$ cat config.mk
export PLATFORM = sky130hd
export DESIGN_NAME = core_if_bp_flat
export DESIGN_NICKNAME = d
export VERILOG_FILES = /design/src/rtl/core_if_bp_if.sv /design/src/rtl/core_if_bp.sv /design/src/flat_wrapper.sv
export SDC_FILE = /design/constraint.sdc
export NUM_CORES = 1
export LEC_CHECK = 0
export CAP_MARGIN = 20
export CELL_PAD_IN_SITES_DETAIL_PLACEMENT = 0
export CELL_PAD_IN_SITES_GLOBAL_PLACEMENT = 2
export CORE_ASPECT_RATIO = 0.5
export CORE_MARGIN = 3
export CORE_UTILIZATION = 49
export DETAILED_ROUTE_END_ITERATION = 8
export PLACE_DENSITY_LB_ADDON = 0.2
export SLEW_MARGIN = 20
export SYNTH_ARGS = -nofsm -noshare
export SYNTH_HDL_FRONTEND = slang
export SYNTH_SLANG_ARGS = --single-unit
$ cat constraint.sdc
create_clock -name clk -period 11.9 [get_ports clk]
set_input_delay 2.38 -clock clk [delete_from_list [all_inputs] [get_ports clk]]
set_output_delay 2.38 -clock clk [all_outputs]
set_load 0.02 [all_outputs]
$ cat src/rtl/core_if_bp_if.sv
// Instruction-memory fetch bus between the fetch stage (master) and instruction memory (slave).
interface core_if_bp_if;
    // Handshake: the master drives imem_addr with imem_req=1; the slave raises imem_rdy in the
    // same cycle once imem_rdata holds the word at imem_addr. req && !rdy retries the same address;
    // imem_rdy is ignored whenever imem_req is 0.
    logic [31:0] imem_addr;
    logic        imem_req;
    logic        imem_rdy;
    logic [31:0] imem_rdata;

    modport master (output imem_addr, output imem_req, input imem_rdy, input imem_rdata);
    modport slave  (input imem_addr, input imem_req, output imem_rdy, output imem_rdata);
endinterface

$ cat src/rtl/core_if_bp.sv
// Fetch stage with BTB, BHR-indexed 2-bit PHT and (with CORE_IF_RAS_EN defined) a return-address
// stack; drives the IF/ID register consumed by decode.
module core_if_bp #(
    parameter logic [31:0] RESET_PC  = 32'h0000_0000,
    parameter int          BTB_IDX_W = 4,
    parameter int          RAS_DEPTH = 4
) (
    input  logic         clk,
    input  logic         rst,
    core_if_bp_if.master imem,
    input  logic         stall_pipeline_alu,
    input  logic         stall_pipeline_br,
    input  logic         if_flush,
    input  logic         update_btb_target_out,
    input  logic [31:0]  btb_target_out,
    input  logic [1:0]   btb_type_out,
    input  logic         update_BP_out,
    input  logic         taken,
    input  logic [1:0]   delayed_PHT_out,
    input  logic [2:0]   delayed_BHR_out,
    input  logic         recover_push,
    input  logic [31:0]  recover_push_addr,
    input  logic         recover_pop,
    output logic [31:0]  if_id_inst_word,
    output logic [31:0]  if_id_plus_4,
    output logic         btb_v,
    output logic [1:0]   btb_type,
    output logic [31:0]  pred_target,
    output logic [1:0]   delayed_PHT,
    output logic [2:0]   delayed_BHR
);

    localparam int          BTB_N     = 1 << BTB_IDX_W;
    localparam int          TAG_W     = 30 - BTB_IDX_W;
    localparam logic [31:0] WORD_MASK = 32'hFFFF_FFFC;

    logic [31:0] pc;
    logic [31:0] pc_plus_4;
    logic        stall;
    logic        advance;

    logic [BTB_N-1:0] btb_valid;
    logic [TAG_W-1:0] btb_tag [BTB_N];
    logic [1:0]       btb_typ [BTB_N];
    logic [31:0]      btb_tgt [BTB_N];

    logic [1:0] pht [8];
    logic [2:0] bhr;
    logic [1:0] pht_next;

    logic [BTB_IDX_W-1:0] rd_idx;
    logic [TAG_W-1:0]     rd_tag;
    logic [29:0]          pc_id_word;
    logic [BTB_IDX_W-1:0] wr_idx;
    logic [TAG_W-1:0]     wr_tag;

    logic        hit;
    logic [1:0]  rd_type;
    logic [1:0]  p;
    logic        predict_taken;
    logic [31:0] pred_tgt_raw;
    logic [31:0] pred_tgt;

    assign stall     = stall_pipeline_alu | stall_pipeline_br;
    assign advance   = !stall && !if_flush && imem.imem_rdy;
    assign pc_plus_4 = pc + 32'd4;

    assign imem.imem_addr = pc;
    assign imem.imem_req  = rst && !stall;

    // Lookup with the fetch pc.
    assign rd_idx        = pc[BTB_IDX_W+1:2];
    assign rd_tag        = pc[31:BTB_IDX_W+2];
    assign hit           = btb_valid[rd_idx] && (btb_tag[rd_idx] == rd_tag);
    assign rd_type       = btb_typ[rd_idx];
    assign p             = pht[bhr];
    assign predict_taken = hit && ((rd_type != 2'b00) || p[1]);
    assign pred_tgt      = pred_tgt_raw & WORD_MASK;

    // The instruction in ID is addressed by its pc+4 minus one word.
    assign pc_id_word = if_id_plus_4[31:2] - 30'd1;
    assign wr_idx     = pc_id_word[BTB_IDX_W-1:0];
    assign wr_tag     = pc_id_word[29:BTB_IDX_W];

`ifdef CORE_IF_RAS_EN
    localparam int PTR_W = $clog2(RAS_DEPTH);
    localparam int CNT_W = $clog2(RAS_DEPTH + 1);

    logic [31:0]      ras [RAS_DEPTH];
    logic [PTR_W-1:0] ras_ptr;
    logic [CNT_W-1:0] ras_cnt;
    logic [PTR_W-1:0] nxt_ptr;
    logic [CNT_W-1:0] nxt_cnt;
    logic             wr0_en;
    logic [PTR_W-1:0] wr0_idx;
    logic             wr1_en;
    logic [PTR_W-1:0] wr1_idx;
    logic             fetch_push;
    logic             fetch_pop;
    logic             recover_ok;

    assign pred_tgt_raw = ((rd_type == 2'b11) && (ras_cnt != '0)) ? ras[ras_ptr - 1'b1]
                                                                   : btb_tgt[rd_idx];
    assign fetch_push   = advance && predict_taken && (rd_type == 2'b10);
    assign fetch_pop    = advance && predict_taken && (rd_type == 2'b11);
    assign recover_ok   = !stall;

    // Ops apply in order: fetch push/pop, then recovery pop, then recovery push.
    always_comb begin
        nxt_ptr = ras_ptr;
        nxt_cnt = ras_cnt;
        wr0_en  = 1'b0;
        wr0_idx = ras_ptr;
        wr1_en  = 1'b0;
        wr1_idx = ras_ptr;
        if (fetch_push) begin
            wr0_en  = 1'b1;
            wr0_idx = nxt_ptr;
            nxt_ptr = nxt_ptr + 1'b1;
            nxt_cnt = (nxt_cnt == CNT_W'(RAS_DEPTH)) ? nxt_cnt : nxt_cnt + 1'b1;
        end
        if (fetch_pop && (nxt_cnt != '0)) begin
            nxt_ptr = nxt_ptr - 1'b1;
            nxt_cnt = nxt_cnt - 1'b1;
        end
        if (recover_ok && recover_pop && (nxt_cnt != '0)) begin
            nxt_ptr = nxt_ptr - 1'b1;
            nxt_cnt = nxt_cnt - 1'b1;
        end
        if (recover_ok && recover_push) begin
            wr1_en  = 1'b1;
            wr1_idx = nxt_ptr;
            nxt_ptr = nxt_ptr + 1'b1;
            nxt_cnt = (nxt_cnt == CNT_W'(RAS_DEPTH)) ? nxt_cnt : nxt_cnt + 1'b1;
        end
    end

    always_ff @(posedge clk or negedge rst) begin
        if (!rst) begin
            ras_ptr <= '0;
            ras_cnt <= '0;
        end else begin
            ras_ptr <= nxt_ptr;
            ras_cnt <= nxt_cnt;
        end
    end

    // The recovery write is later in program order, so it wins on a shared slot.
    always_ff @(posedge clk) begin
        if (wr0_en) ras[wr0_idx] <= pc_plus_4;
        if (wr1_en) ras[wr1_idx] <= recover_push_addr;
    end
`else
    localparam int unused_ras_depth = RAS_DEPTH;
    logic unused_recover;

    assign unused_recover = ^{recover_push, recover_pop, recover_push_addr};
    assign pred_tgt_raw   = btb_tgt[rd_idx];
`endif

    always_ff @(posedge clk or negedge rst) begin
        if (!rst) begin
            btb_valid <= '0;
        end else if (update_btb_target_out) begin
            btb_valid[wr_idx] <= 1'b1;
        end
    end

    always_ff @(posedge clk) begin
        if (update_btb_target_out) begin
            btb_tag[wr_idx] <= wr_tag;
            btb_typ[wr_idx] <= btb_type_out;
            btb_tgt[wr_idx] <= btb_target_out;
        end
    end

    always_comb begin
        pht_next = delayed_PHT_out;
        if (taken) begin
            if (delayed_PHT_out != 2'b11) pht_next = delayed_PHT_out + 2'b01;
        end else begin
            if (delayed_PHT_out != 2'b00) pht_next = delayed_PHT_out - 2'b01;
        end
    end

    // Training comes from resolved branches in decode and is not held by a stall.
    always_ff @(posedge clk or negedge rst) begin
        if (!rst) begin
            for (int i = 0; i < 8; i++) pht[i] <= 2'b01;
            bhr <= 3'b000;
        end else if (update_BP_out) begin
            pht[delayed_BHR_out] <= pht_next;
            bhr                  <= {bhr[1:0], taken};
        end
    end

    always_ff @(posedge clk or negedge rst) begin
        if (!rst) begin
            pc              <= RESET_PC;
            if_id_inst_word <= '0;
            if_id_plus_4    <= '0;
            btb_v           <= 1'b0;
            btb_type        <= '0;
            pred_target     <= '0;
            delayed_PHT     <= '0;
            delayed_BHR     <= '0;
        end else if (stall) begin
            pc <= pc;
        end else if (if_flush) begin
            pc              <= btb_target_out & WORD_MASK;
            if_id_inst_word <= '0;
            if_id_plus_4    <= '0;
            btb_v           <= 1'b0;
            btb_type        <= '0;
            pred_target     <= '0;
            delayed_PHT     <= '0;
            delayed_BHR     <= '0;
        end else if (!imem.imem_rdy) begin
            if_id_inst_word <= '0;
            if_id_plus_4    <= '0;
            btb_v           <= 1'b0;
            btb_type        <= '0;
            pred_target     <= '0;
            delayed_PHT     <= '0;
            delayed_BHR     <= '0;
        end else begin
            pc              <= predict_taken ? pred_tgt : pc_plus_4;
            if_id_inst_word <= imem.imem_rdata;
            if_id_plus_4    <= pc_plus_4;
            btb_v           <= hit;
            btb_type        <= rd_type;
            pred_target     <= pred_tgt;
            delayed_PHT     <= p;
            delayed_BHR     <= bhr;
        end
    end

endmodule

$ cat src/flat_wrapper.sv
// flat-port wrapper written by rule: the top's interface ports become plain ports
module core_if_bp_flat 
#(
    parameter logic [31:0] RESET_PC  = 32'h0000_0000,
    parameter int          BTB_IDX_W = 4,
    parameter int          RAS_DEPTH = 4
)
  (clk, rst, stall_pipeline_alu, stall_pipeline_br, if_flush, update_btb_target_out, btb_target_out, btb_type_out, update_BP_out, taken, delayed_PHT_out, delayed_BHR_out, recover_push, recover_push_addr, recover_pop, if_id_inst_word, if_id_plus_4, btb_v, btb_type, pred_target, delayed_PHT, delayed_BHR, imem_imem_addr, imem_imem_req, imem_imem_rdy, imem_imem_rdata);
  core_if_bp_if imem_i ();
  input  logic clk;
  input  logic rst;
  input  logic stall_pipeline_alu;
  input  logic stall_pipeline_br;
  input  logic if_flush;
  input  logic update_btb_target_out;
  input  logic [31:0] btb_target_out;
  input  logic [1:0] btb_type_out;
  input  logic update_BP_out;
  input  logic taken;
  input  logic [1:0] delayed_PHT_out;
  input  logic [2:0] delayed_BHR_out;
  input  logic recover_push;
  input  logic [31:0] recover_push_addr;
  input  logic recover_pop;
  output logic [31:0] if_id_inst_word;
  output logic [31:0] if_id_plus_4;
  output logic btb_v;
  output logic [1:0] btb_type;
  output logic [31:0] pred_target;
  output logic [1:0] delayed_PHT;
  output logic [2:0] delayed_BHR;
  output wire logic [$bits(imem_i.imem_addr)-1:0] imem_imem_addr;
  output wire logic [$bits(imem_i.imem_req)-1:0] imem_imem_req;
  input wire logic [$bits(imem_i.imem_rdy)-1:0] imem_imem_rdy;
  input wire logic [$bits(imem_i.imem_rdata)-1:0] imem_imem_rdata;
  assign imem_imem_addr = imem_i.imem_addr;
  assign imem_imem_req = imem_i.imem_req;
  assign imem_i.imem_rdy = imem_imem_rdy;
  assign imem_i.imem_rdata = imem_imem_rdata;
  core_if_bp #(.RESET_PC(RESET_PC), .BTB_IDX_W(BTB_IDX_W), .RAS_DEPTH(RAS_DEPTH)) u_core (.clk(clk), .rst(rst), .imem(imem_i), .stall_pipeline_alu(stall_pipeline_alu), .stall_pipeline_br(stall_pipeline_br), .if_flush(if_flush), .update_btb_target_out(update_btb_target_out), .btb_target_out(btb_target_out), .btb_type_out(btb_type_out), .update_BP_out(update_BP_out), .taken(taken), .delayed_PHT_out(delayed_PHT_out), .delayed_BHR_out(delayed_BHR_out), .recover_push(recover_push), .recover_push_addr(recover_push_addr), .recover_pop(recover_pop), .if_id_inst_word(if_id_inst_word), .if_id_plus_4(if_id_plus_4), .btb_v(btb_v), .btb_type(btb_type), .pred_target(pred_target), .delayed_PHT(delayed_PHT), .delayed_BHR(delayed_BHR));
endmodule
==> results.md <==
* Initial Utilization at around half
* Tmin final at between 6000 and 7000 ps
* Top-Level Pins at roughly 250
* Count of different cell masters after synthesis at 80
* Number of max-cap violations at 0
* CTS resizes at 0
* Top delay family on crit path: buffers and inverters
* Reg2reg start: u_core.imem.imem_addr[2]$_DFFE_PN0P_
* Worst setup endpoint: imem_imem_req
* Hold slack at approximately 460 ps
* Share of cells above drive strength 1 at between 20 and 25%
* Type of the most critical hold path: flop to flop
* Setup Skew at between 20 and 30 ps
* Dpl ws at ~5900 ps
* H-tree depth at 3
* Clk Tree Root Cell: clkbuf_16
* Sequential share of the synthesized area at between 70% and 80%
* Synth top area cells: edfxtp_1, mux4_2, dfrtp_1
* Post-DP Area at approximately 48000 sq um
* Design Area, Final at roughly 51000 sq um
* Tcrit/Tclk final at between 50% and 60%
* Final Hold Fails at 0
* Crit start category: input pin
* Post-detail-place hpwl at around 69 mm
* RSZ-0062 raised after global routing: false
* CP cell instances: clkdlybuf4s50_1, nor2_2, and2_1, clkdlybuf4s50_1
* Reg area at about 32000 sq um
* Final net count at 2669
* Start point of the critical path: stall_pipeline_br
* Row Count at 77
* Routed Antenna Nets at 0
* DR vias at between 20000 and 25000
* CTS tree: done
* RePlAce Congestion at about 0.86
* Initial DRC Count at 2465
* Post-Syn Instances at roughly 2300
* Final TNS setup at 0 ps
* CP Capture Type: output port
* Worst Tran Pin Value at 1100 ps
* Number of stages on the worst setup path at 4
* Ys Warns at 0
* Number of global-route vias before repair at between 20000 and 25000
* CTS Buf Count at 95
* Final Max Slew Viols at 0
* P_leak at approximately 17 nW
* Clock latency on the worst-skew pair at slightly above 700 ps
* Worst endpoint required time at 9520 ps
* Pwr/cell area at ~190 nW/um^2
* Postcts setup bufs at 0
* Initial antenna violation count at 6
* Worst reg2reg path depth at 10
* First-pass GRT wire length at approximately 170 mm
* Synth-to-Final Area Change at 14.7%
* Avg WL per Cell at between 30 and 40 um
* DIE AREA at between 90000 and 100000 sq um
* GRT Total Usage at between 20% and 30%
* FF+latch count, synth at ~1100
* Final Setup Violations at 0
* VDD IR max at between 100 and 150 uV
* R2r endpoint: u_core.imem.imem_addr[6]$_DFFE_PN0P_
* Yosys top cell area share at between 60% and 70%
* Crit-path most repeated cell: clkdlybuf4s50_1
* Fillcell total at 6780
* Drt drc at 0
* Most frequently used flop master after synthesis: edfxtp_1
* CP Class: input pin to output port
* Port-buffer cells at 210
* Crit path max fanout at 2
* Area of the multi-input gates at around 12000 sq um
* Mapped cell area at 44300 sq um
* Chip Width at 431 um
* Reg clk slew, reported paths at approximately 60 ps
* Clock Path Buffers at 3
* Relative max-transition margin at 26.9%
* Slowest CP cell: clkdlybuf4s50_1
* Buf+Inv Stages, Crit Path at 2
* Via density at approximately 6.2
* Flop-to-flop setup slack at between 6000 and 7000 ps
* Status: completed
* Die H at around 220 um
* Yosys top cell by area: edfxtp_1
* CTS Sinks at ~1100
* Total global routing overflow at 0
* Largest net degree at the start of global routing at between 100 and 150
* Synthesized area per cell at ~19 sq um
* Post-Route WL at 121 mm
* Placeable Area at 88900 sq um
* TritonRoute pass-1 iters at 5
* Hold buffers post-CTS at 0
* CP Data Arrival Time at 3670 ps
* Async set or reset register ratio after synthesis at around 15%
* Final core occ at a little under three fifths
* CP max stage delay at 600 ps
* F_max at 0.165 GHz
* Fin worst setup slack at roughly 6000 ps
* EDFF count, synth at a little over 900
## stage by stage
step	std cells	power (mW)
final	3823	9.60
after global routing	3822	9.95
after CTS	3821	9.66
after detailed placement	3642	6.58
after global placement	3642	6.55
after floorplan	2350	5.87
## sequential cells by signal (all words and copies together) (netlist names), 16 cells and up
register,count
u_core.pred_target,30
u_core.btb_valid,16
u_core.if_id_inst_word,32
u_core.btb_tgt,480
u_core.imem.imem_addr,30
u_core.btb_tag,416
u_core.pht,16
u_core.if_id_plus_4,31
u_core.btb_typ,32
## worst min path at each step
| stage | start | end | slack (ps) | cells after the start |
|---|---|---|---|---|
| floorplan | u_core.btb_valid[8]$_DFFE_PN0P_ | u_core.btb_valid[8]$_DFFE_PN0P_ | 430 | 1 |
| finish | u_core.btb_valid[8]$_DFFE_PN0P_ | u_core.btb_valid[8]$_DFFE_PN0P_ | 460 | 1 |
| global route | u_core.btb_valid[8]$_DFFE_PN0P_ | u_core.btb_valid[8]$_DFFE_PN0P_ | 480 | 1 |
| detailed placement | u_core.btb_valid[8]$_DFFE_PN0P_ | u_core.btb_valid[8]$_DFFE_PN0P_ | 450 | 1 |
| global placement | u_core.btb_valid[8]$_DFFE_PN0P_ | u_core.btb_valid[8]$_DFFE_PN0P_ | 450 | 1 |
| CTS | u_core.btb_valid[8]$_DFFE_PN0P_ | u_core.btb_valid[8]$_DFFE_PN0P_ | 460 | 1 |
## layer usage
layer	wire [um]	vias up	track usage (%)
met3	9180	171	4.70
met1	52000	12754	37.8
met4	3010	0	7.56
met5	0	-	0
met2	56400	994	40.1
li1	-	9964	-
## synth_stat cells, drive strengths merged, types with 23 or more instances
master	count
xnor2	35
mux2i	85
nor4	28
mux4	242
nor2	65
dfrtp	158
o21ai	36
a21o	42
nand2	85
nor3	27
a21oi	43
and3	37
buf	95
xor2	23
mux2	44
edfxtp	928
a22o	45
clkbuf	54
## cell usage in the layout (no fill, tap or decap), types with 24 or more instances in the layout
cell,count
mux2_2,44
clkinv_1,29
nor3_1,27
dfrtp_1,155
mux4_2,239
mux2i_1,85
a21oi_1,43
nand2_1,84
edfxtp_1,928
o21ai_0,28
xnor2_1,30
and3_1,37
buf_4,42
a21o_1,42
clkdlybuf4s50_1,209
a22o_1,45
nor4_1,24
nor2_1,47
clkbuf_16,97
## layout make-up
class | instances | share of cell area [%]
Clock buffer | 115 | 4.97
Sequential cell | 1094 | 63.1
Antenna cell | 2 | 0.00986
Inverter | 16 | 0.123
Tap cell | 1185 | 2.92
Timing Repair Buffer | 257 | 4.96
Multi-Input combinational cell | 1090 | 22.8
Clock inverter | 64 | 1.09
## power by group
| group | switching, mW | leakage (nW) | total [mW] | internal (mW) |
|---|---|---|---|---|
| Sequential | 0.175 | 10.6 | 4.71 | 4.54 |
| Combinational | 1.07 | 5.20 | 1.79 | 0.725 |
| Clock | 1.41 | 1.51 | 3.10 | 1.69 |
## cells by family (layout without fill, tap and decap cells)
| family | after synthesis | count (layout) | synth area share [%] |
|---|---|---|---|
| and+or+nand+nor | 369 | 369 | 4.52 |
| buffers and inverters | 166 | 452 | 1.99 |
| xor gates and xnor gates | 58 | 58 | 1.15 |
| AOI/OAI and AO/OA | 285 | 285 | 4.53 |
| adders and majority gates | 3 | 3 | 0.0735 |
| other | 1 | 6 | 0.00847 |
| muxes | 371 | 371 | 15.4 |
| DFF | 1094 | 1094 | 72.4 |
Power figures use the tool's default switching activity.
